--- src/rtl/xt_ram_bridge_pkg.sv ---
// Shared types and constants for the xt_ram_bridge bus-to-RAM bridge.
package xt_ram_bridge_pkg;

   localparam int unsigned ADDR_W = 20;
   localparam int unsigned DATA_W = 8;
   localparam int unsigned CNT_W  = 8;

   typedef enum logic [1:0] {
      IDLE = 2'd0,
      REQ  = 2'd1,
      HOLD = 2'd2
   } state_t;

   // Value returned on a read that timed out waiting for the RAM.
   localparam logic [DATA_W-1:0] OPEN_BUS_DATA = 8'hFF;

   function automatic logic odd_parity(input logic [DATA_W-1:0] d);
      return ~^d;
   endfunction

endpackage

--- src/rtl/xt_ram_bridge.sv ---
// Bridges strobe-based system bus memory cycles onto a request/ack RAM port with wait states and timeout.
// Optional macro XT_RAM_BRIDGE_PARITY_EN enables odd-parity generation/checking and the sticky io_channel_check flag.
module xt_ram_bridge
   import xt_ram_bridge_pkg::*;
#(
   parameter logic [ADDR_W-1:0] RAM_TOP        = 20'hA0000,
   parameter logic [CNT_W-1:0]  TIMEOUT_CYCLES = 8'd255
) (
   input  logic              clock,
   input  logic              reset,
   input  logic [ADDR_W-1:0] address,
   input  logic [DATA_W-1:0] data_bus,
   input  logic              memory_read_n,
   input  logic              memory_write_n,
   output logic              io_channel_ready,
   output logic              io_channel_check,
   input  logic              parity_clear,
   output logic [DATA_W-1:0] data_bus_out,
   output logic              data_bus_out_enable,
   output logic              ram_request,
   output logic              ram_write,
   output logic [ADDR_W-1:0] ram_address,
   output logic [DATA_W-1:0] ram_write_data,
   output logic              ram_write_parity,
   input  logic              ram_ack,
   input  logic [DATA_W-1:0] ram_read_data,
   input  logic              ram_read_parity
);

   state_t            state;
   state_t            state_next;
   logic              rd_q;
   logic              wr_q;
   logic              released_q;
   logic [CNT_W-1:0]  wait_cnt;

   logic              rd_fall;
   logic              wr_fall;
   logic              start;
   logic              strobe_high;
   logic              gone;
   logic              timeout;

   logic              ready_d;
   logic              req_d;
   logic              write_d;
   logic [ADDR_W-1:0] addr_d;
   logic [DATA_W-1:0] wdata_d;
   logic              wpar_d;
   logic [DATA_W-1:0] dout_d;
   logic              en_d;
   logic [CNT_W-1:0]  cnt_d;
   logic              released_d;
   logic              chk_d;
   logic              wpar_new;

   // A cycle begins on a clean falling edge of exactly one strobe inside the window.
   assign rd_fall     = rd_q & ~memory_read_n & memory_write_n;
   assign wr_fall     = wr_q & ~memory_write_n & memory_read_n;
   assign start       = (state == IDLE) && (rd_fall || wr_fall) && (address < RAM_TOP);
   assign strobe_high = ram_write ? memory_write_n : memory_read_n;
   assign gone        = released_q | strobe_high;
   assign timeout     = (wait_cnt == TIMEOUT_CYCLES);

`ifdef XT_RAM_BRIDGE_PARITY_EN
   logic par_err;
   assign par_err  = (state == REQ) && ram_ack && !ram_write &&
                     (ram_read_parity != odd_parity(ram_read_data));
   assign chk_d    = parity_clear ? 1'b0 : (io_channel_check | par_err);
   assign wpar_new = odd_parity(data_bus);
`else
   logic unused_parity;
   assign unused_parity = ^{ram_read_parity, parity_clear};
   assign chk_d         = 1'b0;
   assign wpar_new      = 1'b0;
`endif

   // State register.
   always_ff @(posedge clock) begin
      if (reset) begin
         state <= IDLE;
      end else begin
         state <= state_next;
      end
   end

   // Next-state logic; an ack after a strobe release skips the data phase.
   always_comb begin
      state_next = state;
      case (state)
         IDLE: if (start) state_next = REQ;
         REQ: begin
            if (ram_ack)      state_next = gone ? IDLE : HOLD;
            else if (timeout) state_next = HOLD;
         end
         HOLD: if (strobe_high) state_next = IDLE;
         default: state_next = IDLE;
      endcase
   end

   // Output/datapath next values.
   always_comb begin
      ready_d    = io_channel_ready;
      req_d      = ram_request;
      write_d    = ram_write;
      addr_d     = ram_address;
      wdata_d    = ram_write_data;
      wpar_d     = ram_write_parity;
      dout_d     = data_bus_out;
      cnt_d      = wait_cnt;
      released_d = released_q;
      case (state)
         IDLE: begin
            if (start) begin
               req_d      = 1'b1;
               ready_d    = 1'b0;
               write_d    = wr_fall;
               addr_d     = address;
               wdata_d    = data_bus;
               wpar_d     = wpar_new;
               cnt_d      = '0;
               released_d = 1'b0;
            end
         end
         REQ: begin
            released_d = released_q | strobe_high;
            if (ram_ack) begin
               req_d   = 1'b0;
               ready_d = 1'b1;
               if (!ram_write) dout_d = ram_read_data;
            end else if (timeout) begin
               req_d   = 1'b0;
               ready_d = 1'b1;
               dout_d  = OPEN_BUS_DATA;
            end else begin
               cnt_d = wait_cnt + CNT_W'(1);
            end
         end
         default: ;
      endcase
      en_d = (state_next == HOLD) && !ram_write && !memory_read_n;
   end

   // Registered outputs, strobe history and wait counter.
   always_ff @(posedge clock) begin
      if (reset) begin
         rd_q                <= 1'b1;
         wr_q                <= 1'b1;
         released_q          <= 1'b0;
         wait_cnt            <= '0;
         io_channel_ready    <= 1'b1;
         io_channel_check    <= 1'b0;
         data_bus_out        <= '0;
         data_bus_out_enable <= 1'b0;
         ram_request         <= 1'b0;
         ram_write           <= 1'b0;
         ram_address         <= '0;
         ram_write_data      <= '0;
         ram_write_parity    <= 1'b0;
      end else begin
         rd_q                <= memory_read_n;
         wr_q                <= memory_write_n;
         released_q          <= released_d;
         wait_cnt            <= cnt_d;
         io_channel_ready    <= ready_d;
         io_channel_check    <= chk_d;
         data_bus_out        <= dout_d;
         data_bus_out_enable <= en_d;
         ram_request         <= req_d;
         ram_write           <= write_d;
         ram_address         <= addr_d;
         ram_write_data      <= wdata_d;
         ram_write_parity    <= wpar_d;
      end
   end

endmodule

--- config.mk ---
export PLATFORM = sky130hd
export DESIGN_NAME = xt_ram_bridge
export DESIGN_NICKNAME = d
export VERILOG_FILES = /design/src/rtl/xt_ram_bridge_pkg.sv /design/src/rtl/xt_ram_bridge.sv
export SDC_FILE = /design/constraint.sdc
export NUM_CORES = 1
export LEC_CHECK = 0
export BUFFER_PORTS_ARGS = -buffer_cell sky130_fd_sc_hd__clkbuf_2
export CAP_MARGIN = 10
export CORE_MARGIN = 2
export CORE_UTILIZATION = 48
export CTS_BUF_LIST = sky130_fd_sc_hd__clkbuf_16
export DETAILED_ROUTE_END_ITERATION = 10
export PLACE_DENSITY_LB_ADDON = 0.08
export SYNTH_ARGS = -nofsm -noshare
export SYNTH_HDL_FRONTEND = slang
export SYNTH_SLANG_ARGS = --single-unit
export TNS_END_PERCENT = 30
--- constraint.sdc ---
create_clock -name clock -period 1.8 [get_ports clock]
set_input_delay 0.18 -clock clock [delete_from_list [all_inputs] [get_ports clock]]
set_output_delay 0.18 -clock clock [all_outputs]
set_load 0.02 [all_outputs]
Word level (Yosys, flattened, before mapping):

Index checks and enable logic that the tools add are counted.

* register bits: 53
* word-level logic and storage cells: 68
* output and inout bits: 42

* add/subtract/negate cells: 1
* $lt $le $gt $ge: 1
* bitwise operators: 7
* muxes and demuxes: 23
* reductions and logical operators: 15
* equal/unequal tests: 9

Operators with widths (count)
* $mux W8: 6
* $lt A20 B20 Y1 const B: 1
* $pmux W8 S2: 1
* $mux W2: 5
* $add A8 B1 Y8 const B: 1
* $eq A8 B8 Y1 const B: 1
* $ne A2 B2 Y1 const B: 4
* $mux W1: 7
* $pmux W1 S2: 3
* $pmux W2 S3: 1
* $reduce_and A3 Y1: 2
* $and A1 B1 Y1: 4
* $eq A2 B2 Y1 const B: 2
* $logic_and A1 B1 Y1: 4
* $reduce_and A2 Y1: 2
* $reduce_and A4 Y1: 1
* $reduce_bool A2 Y1: 2
* $ne A3 B3 Y1 const B: 1
* $eq A2 B1 Y1 const B: 1
* $logic_not A1 Y1: 2
* $logic_not A2 Y1: 1
* $not A1 Y1: 2
* $logic_or A1 B1 Y1: 1
* $or A1 B1 Y1: 1

Logic depth before layout (Yosys ltp):

Gate-level depths: netlist of the first run.

* depth in word-level cells: 11
* mapped depth: 6
* depth with buffers taken out: 5

Least setup slack after synthesis of the first run:

Ideal clock, no wire load.

* path type: flip-flop to flip-flop
* from: register wait_cnt[0]
* to: register data_bus_out_enable
* stages on the path, launching flop included: 6
* arrival time: 1.418 ns
* library setup time: 0.103 ns
* period minus slack after synthesis: 1.521 ns
* slack: 0.279 ns
* required time: 1.697 ns
* cell sequence: dfxtp_1 ha_1 nand3_1 o211ai_2 nand2_1 a2111oi_2

* cells in the longest elaborated chain, start to end: 7

Ends and longest elaborated chain
* start: declaration: line xt_ram_bridge.sv:35 `logic [CNT_W-1:0] wait_cnt;`
* start signal: assignment: line xt_ram_bridge.sv:164 `wait_cnt <= cnt_d;`
* $eq A8 B8 Y1: line xt_ram_bridge.sv:63 `assign timeout = (wait_cnt == TIMEOUT_CYCLES);`
* $mux W2: line xt_ram_bridge.sv:94 `else if (timeout) state_next = HOLD;`
* $mux W2: line xt_ram_bridge.sv:93 `if (ram_ack) state_next = gone ? IDLE : HOLD;`
* $pmux W2 S3: line xt_ram_bridge.sv:90 `case (state)`
* $eq A2 B2 Y1: line xt_ram_bridge.sv:141 `en_d = (state_next == HOLD) && !ram_write && !memory_read_n;`
* $logic_and A1 B1 Y1 (2 in a row): line xt_ram_bridge.sv:141
* end signal: assignment: line xt_ram_bridge.sv:168 `data_bus_out_enable <= en_d;`
* end: declaration: line xt_ram_bridge.sv:19 `output logic data_bus_out_enable,`

Every way passes these cells.
A chain may end at the register's enable or synchronous reset.

Worst setup path after layout of the first run:

* from: register wait_cnt[0]
* to: register wait_cnt[5]

* cells in the longest elaborated chain, start to end: 4

Ends and longest elaborated chain
* $add A8 B1 Y8: line xt_ram_bridge.sv:136 `cnt_d = wait_cnt + CNT_W'(1);`
* $mux W8: line xt_ram_bridge.sv:131 `end else if (timeout) begin`
* $mux W8: line xt_ram_bridge.sv:127 `if (ram_ack) begin`
* $pmux W8 S2: line xt_ram_bridge.sv:112 `case (state)`

Several ways; a longest one is shown, not always the timed one. The select of a mux whose other input is x is not followed.

==> impl_metrics.csv, run 1 <==
group,metric,value,unit
drt,first_pass_iters,5,
synth,ys_types,33,
drt,wl,4.309,mm
place,gp_congestion,0.7380,
cts,postCtsSetupBuffers,0,
setup_path,cp-start-kind,"flip-flop",
drt,via_per_inst,5.000,
synth,yosysWarnings,0,
place,placed_area,2645,um^2
power,power_density,958.3,nW/um^2
drt,dr.first_iter.drc_count,61,
setup_path,cp_slowest_cell,"dfxtp_1",
synth,synth_top_area_cell,"dfxtp_1",
final_layout,fin_util,0.6522,
synth,syn-cell-area,2150,um^2
cts,cts_tree,"built",
cts,clockBufferDepth,2,
drt,num_vias,1795,
worst_hold_path,min_to,"ram_address[10]",
sta,period_share,0.9423,
cts,numCtsBuffers,5,
setup_path,worst-setup-path-type,"reg -> reg",
die,rows,24,
sta,final.setup.tns,0,ps
final_layout,multiInputGateArea,991.0,um^2
die,die_x,70.92,um
sta,setup_viol,0,
setup_path,crit_chain,"ha_1 -> nand3_1 -> o211ai_2 -> buf_4 -> a211oi_1 -> mux2i_1",
worst_hold_path,hold_start,"address[10]",
die,placeableCoreArea,4324,um^2
grt,antenna_found_initial,0,
drt,post-route-drc-count,0,
synth,ys_top_cells_by_area,"dfxtp_1 (49%), mux2i_1 (16%), nor2_1 (6.6%)",
setup_path,crit_family,"compound AO/OA/AOI/OAI gates",
place,hpwl,3.082,mm
sta,final-max-slew-violation-count,0,
grt,grt_use_total,0.1748,
cts,clkTransAtPathRegs,70,ps
die,dieHeight,70.92,um
final_layout,fillers,389,
synth,synth.top_cell.area_share,0.4936,
grt,grt_max_degree,31,
place,port_buffers,80,
sta,rsz0062_at_grt,"true",
job,drv_cap,0,
die,ios,85,
setup_path,slowest_delay,330,ps
grt,grt_overflow,0,
sta,fin_skew,2.622,ps
setup_path,crit_buf_inv,1,
final_layout,area_growth,31.20,%
setup_path,crit_arrival,1920,ps
die,design.die.area,5030,um^2
drt,wl_per_cell,12.00,um
setup_path,path_depth,6,
cts,clk-insertion-delay-late,290,ps
drt,ant_nets,0,
synth,ys_ff_latch,53,
final_layout,final_layout_size_suffix_gt1_frac,0.3518,
power,vdd_drop_max,0.0006120,V
setup_path,reg2reg_slack,100,ps
setup_path,crit_path_max_fanout,5,
synth,avgSynthCellArea,9.727,um^2
final_layout,design_area,2820,um^2
cts,clock_sinks,53,
synth,postSynthCellCount,221,
die,floorplan.initialDensity,0.4971,
setup_path,r2r_cells,6,
status,status,"complete, no violations",
cts,htree_levels,2,
worst_hold_path,hold_path.class,"in -> reg",
worst_hold_path,hold_depth,3,
cts,clock-root-buffer,"clkbuf_16",
setup_path,r2r-end,"wait_cnt[5]",
final_layout,regArea,1061,um^2
setup_path,reg2reg_from,"wait_cnt[0]",
power,power,2.703,mW
sta,fin_crit,1696,ps
sta,max_freq,0.5895,GHz
grt,grt_pass1_vias,1659,
setup_path,endpoint_kind,"flip-flop",
synth,ys_seq_area_frac,0.4936,
final_layout,layout.nets,350,
sta,hold_viol_final,0,
power,p_leak,1.410,nW
final_layout,antenna_cells,0,
grt,grt_first_pass_wirelength,7.093,mm
setup_path,cp_data_required_time,2020,ps
==> cell usage in the layout (no fill, tap or decap), types with 4 or more instances in the layout <==
master / netlist / routed
a21oi_1: 8 / 8
clkbuf_16: 0 / 5
inv_1: 11 / 11
clkbuf_2: 0 / 80
a211oi_1: 11 / 11
nand3b_1: 6 / 6
dfxtp_1: 53 / 53
nand2_1: 6 / 6
nor2_1: 38 / 38
or3b_1: 4 / 4
mux2i_1: 34 / 34
buf_4: 6 / 10
nand3_1: 6 / 6
==> area by class of cell <==
type / count / share of cell area
Timing Repair Buffer: 91 / 0.1757
Tap cell: 52 / 0.02307
Inverter: 11 / 0.01464
Clock buffer: 5 / 0.04437
Clock inverter: 3 / 0.01464
Multi-Input combinational cell: 144 / 0.3514
Sequential cell: 53 / 0.3762
==> routing by layer <==
layer,part of all wire,GRT usage,vias up
met5,0,0,-
met4,0.015,0.06289,0
met3,0.091,0.06410,7
met2,0.40,0.2721,73
met1,0.49,0.2239,782
li1,-,-,933
==> registers in the layout (all words and copies together), names as in the netlist, 2 cells and up <==
name            count
data_bus_out        8
state               2
ram_address        20
ram_write_data      8
wait_cnt            8
==> how the worst max path moves through the flow <==
stage	start	to
2_1_floorplan	wait_cnt[0]	data_bus_out_enable
3_3_place_gp	memory_write_n	wait_cnt[6]
3_5_place_dp	memory_write_n	wait_cnt[5]
4_1_cts	wait_cnt[0]	data_bus_out[5]
5_1_grt	wait_cnt[0]	wait_cnt[5]
6_report	wait_cnt[0]	wait_cnt[5]
==> power by group <==
group          internal (mW)  switching [mW]
combinational          0.167           0.213
clock                  0.651           0.413
sequential              1.23          0.0295
total                   2.05           0.656
==> tightest hold or removal path, cell delays in order <==
cell,delay [ps]
clkbuf_2,70
mux2i_1,50
nor2_1,70
==> timing repair <==
item	in CTS	in global routing
setup endpoints to repair	0	8
hold buffers	0	0
gates resized for setup	0	2
==> cells by family (layout without fill, tap and decap cells) <==
family                     count (synthesis)  after routing  synth area share
muxes                                     34             34            0.1583
AOI/OAI and AO/OA                         31             31            0.1042
DFF                                       53             53            0.4936
buffers and inverters                     25            110           0.05529
other                                      1              2          0.001745
and+or+nand+nor                           75             75            0.1770
adders and majority gates                  1              1          0.005820
xor gates and xnor gates                   1              1          0.004075
==> metrics by stage <==
stage,std cells,hold WS (ps),setup WS [ps]
6_report,359,117.3,103.8
5_1_grt,359,133.5,-7.806
4_1_cts,359,109.7,106.8
3_5_place_dp,351,420.0,120.7
3_3_place_gp,351,408.4,131.5
2_1_floorplan,222,286.6,278.6
==> cell usage after synthesis (all sizes together) <==
cell / instances
nand3b: 6
nor2b: 2
o2111ai: 2
or2: 3
nand2: 6
o21a: 1
nand3: 6
nor3b: 1
or3b: 5
inv: 11
nor2: 38
dfxtp: 53
ha: 1
buf: 8
nand2b: 1
a22oi: 1
a21oi: 8
mux2i: 34
and3b: 2
a41oi: 1
xor2: 1
nor3: 3
a2111oi: 1
conb: 1
clkbuf: 6
o211ai: 2
o21ai: 4
a211oi: 11
nand4: 2
No activity file was read; power rests on OpenSTA's default activity.
==> run 2, diff against run 1 <==
- BUFFER_PORTS_ARGS: -buffer_cell sky130_fd_sc_hd__clkbuf_2 -> unset
- CORE_UTILIZATION: 48 -> 61
- CTS_CLUSTER_DIAMETER: unset -> 80
- DONT_BUFFER_PORTS: unset -> 1
==> impl_metrics.csv, run 2 (synthesized netlist as in run 1, its figures left out) <==
group,metric,value,unit
status,status,"complete, no violations",
grt,grt_pass1_vias,1534,
cts,clk-insertion-delay-late,290,ps
setup_path,crit_chain,"and3b_1 -> o211ai_4 -> buf_4 -> or3b_1 -> mux2i_1",
drt,ant_nets,0,
sta,rsz0062_at_grt,"false",
cts,numCtsBuffers,5,
setup_path,worst-setup-path-type,"reg -> reg",
setup_path,r2r-end,"wait_cnt[5]",
grt,grt_first_pass_wirelength,6.672,mm
sta,tightest_slew,499.6,ps
cts,clkTransAtPathRegs,60,ps
die,die_x,63.36,um
drt,via_per_inst,5.726,
cts,clockBufferDepth,2,
setup_path,crit_arrival,1910,ps
place,placed_area,2200,um^2
worst_hold_path,hold_path.class,"in -> reg",
cts,clock_sinks,53,
power,vdd_drop_max,0.0007836,V
sta,max_slew_margin,0.6647,
final_layout,final_layout_size_suffix_gt1_frac,0.1184,
sta,final-max-slew-violation-count,0,
drt,post-route-drc-count,0,
final_layout,layout_commonest_cell,"dfxtp_1",
setup_path,slowest_delay,380,ps
drt,first_pass_iters,4,
final_layout,largest_reg_flops,20,
die,floorplan.initialDensity,0.6391,
grt,grt_use_total,0.2124,
cts,cts_tree,"built",
final_layout,design_area,2449,um^2
setup_path,cp_slowest_cell,"o211ai_4",
grt,grt_overflow,0,
grt,grt_max_degree,44,
power,power_density,1065,nW/um^2
job,drv_cap,0,
setup_path,cp_data_required_time,2020,ps
sta,setup_viol,0,
setup_path,endpoint_kind,"flip-flop",
place,port_buffers,0,
place,hpwl,2.833,mm
sta,fin_skew,4.462,ps
setup_path,crit_path_max_fanout,12,
final_layout,layout_common_cells,"dfxtp_1 (53), nor2_1 (38), mux2i_1 (34), inv_1 (12), a211oi_1 (11)",
drt,wl_per_cell,15.32,um
cts,htree_levels,2,
die,rows,21,
power,p_leak,1.075,nW
sta,period_share,0.9391,
setup_path,r2r_cells,5,
worst_hold_path,min_to,"io_channel_ready",
sta,max_freq,0.5916,GHz
worst_hold_path,hold_depth,2,
die,dieHeight,63.36,um
die,ios,85,
drt,num_vias,1569,
die,placeableCoreArea,3363,um^2
sta,final.setup.tns,0,ps
worst_hold_path,hold_start,"reset",
setup_path,reg2reg_slack,110,ps
setup_path,reg2reg_from,"wr_q",
grt,antenna_found_initial,0,
sta,fin_crit,1690,ps
final_layout,area_growth,13.91,%
sta,hold_viol_final,0,
drt,dr.first_iter.drc_count,53,
cts,clock-root-buffer,"clkbuf_16",
final_layout,fin_util,0.7281,
drt,wl,4.199,mm
setup_path,cp-start-kind,"flip-flop",
final_layout,layout.nets,271,
final_layout,fillers,267,
final_layout,antenna_cells,0,
final_layout,top_register,"ram_address",
die,design.die.area,4014,um^2
place,gp_congestion,0.7443,
## run 2: cell count changes in the layout (fill, tap and decap cells not counted), sizes merged
cell	previous run	this run
inv	11	12
clkbuf	85	5
dlygate4sd3	0	2
buf	11	10
clkinvlp	1	0
## run 2: per-layer routing
layer,vias to the layer above,part of all wire,track usage
met4,0,0.0090,0.07880
li1,771,-,-
met3,4,0.093,0.08571
met2,73,0.52,0.3763
met1,721,0.38,0.2249
met5,-,0,0
## run 2: through the flow
stage	instances	setup WS (ps)	hold WS, ps	total power, mW
floorplan	222	278.6	286.6	1.526
global placement	260	126.0	255.8	1.541
detailed placement	260	67.62	257.5	1.555
CTS	269	10.54	1.633	2.627
global route	274	14.71	8.255	2.707
finish	274	109.7	17.16	2.608
## run 2: worst max path at each step
stage | from | endpoint | slack, ps | depth (start not counted)
after global routing | wr_q | wait_cnt[5] | 10 | 5
after CTS | wait_cnt[0] | data_bus_out_enable | 10 | 5
final | wr_q | wait_cnt[5] | 110 | 5
after detailed placement | wait_cnt[0] | data_bus_out_enable | 70 | 5
after global placement | wait_cnt[0] | data_bus_out_enable | 130 | 5
after floorplan | wait_cnt[0] | data_bus_out_enable | 280 | 5
## run 2: critical path, delay by kind of cell (launching register included)
family	cells	cell delay, ps
buffers and inverters	1	220
AOI/OAI and AO/OA	1	380
muxes	1	150
and+or+nand+nor	2	550
DFF	1	310
## run 2: area by class of cell
class                   count  area, um^2  share of cell area
clock buffers               5       125.1             0.05110
clock inverters             3       42.54             0.01737
inverters                  11       41.29             0.01686
multi-input cells         144        1001              0.4088
flip-flops and latches     53        1061              0.4333
well taps                  46       57.56             0.02351
repair buffers             12       120.1             0.04905
## run 2: power by group
group	total, mW	leakage (nW)	internal [mW]	switching, mW
Combinational	0.230	0.558	0.109	0.121
Sequential	1.32	0.432	1.23	0.0943
Clock	1.05	0.0852	0.653	0.401
Total	2.61	1.07	1.99	0.617
## run 2: what timing repair did
| action | in CTS | in global routing |
|---|---|---|
| setup endpoints to repair | 0 | 14 |
| resized for setup | 0 | 3 |
| setup buffers | 0 | 3 |
| endpoints found under the hold margin | 43 | 1 |
| hold buffers | 1 | 2 |
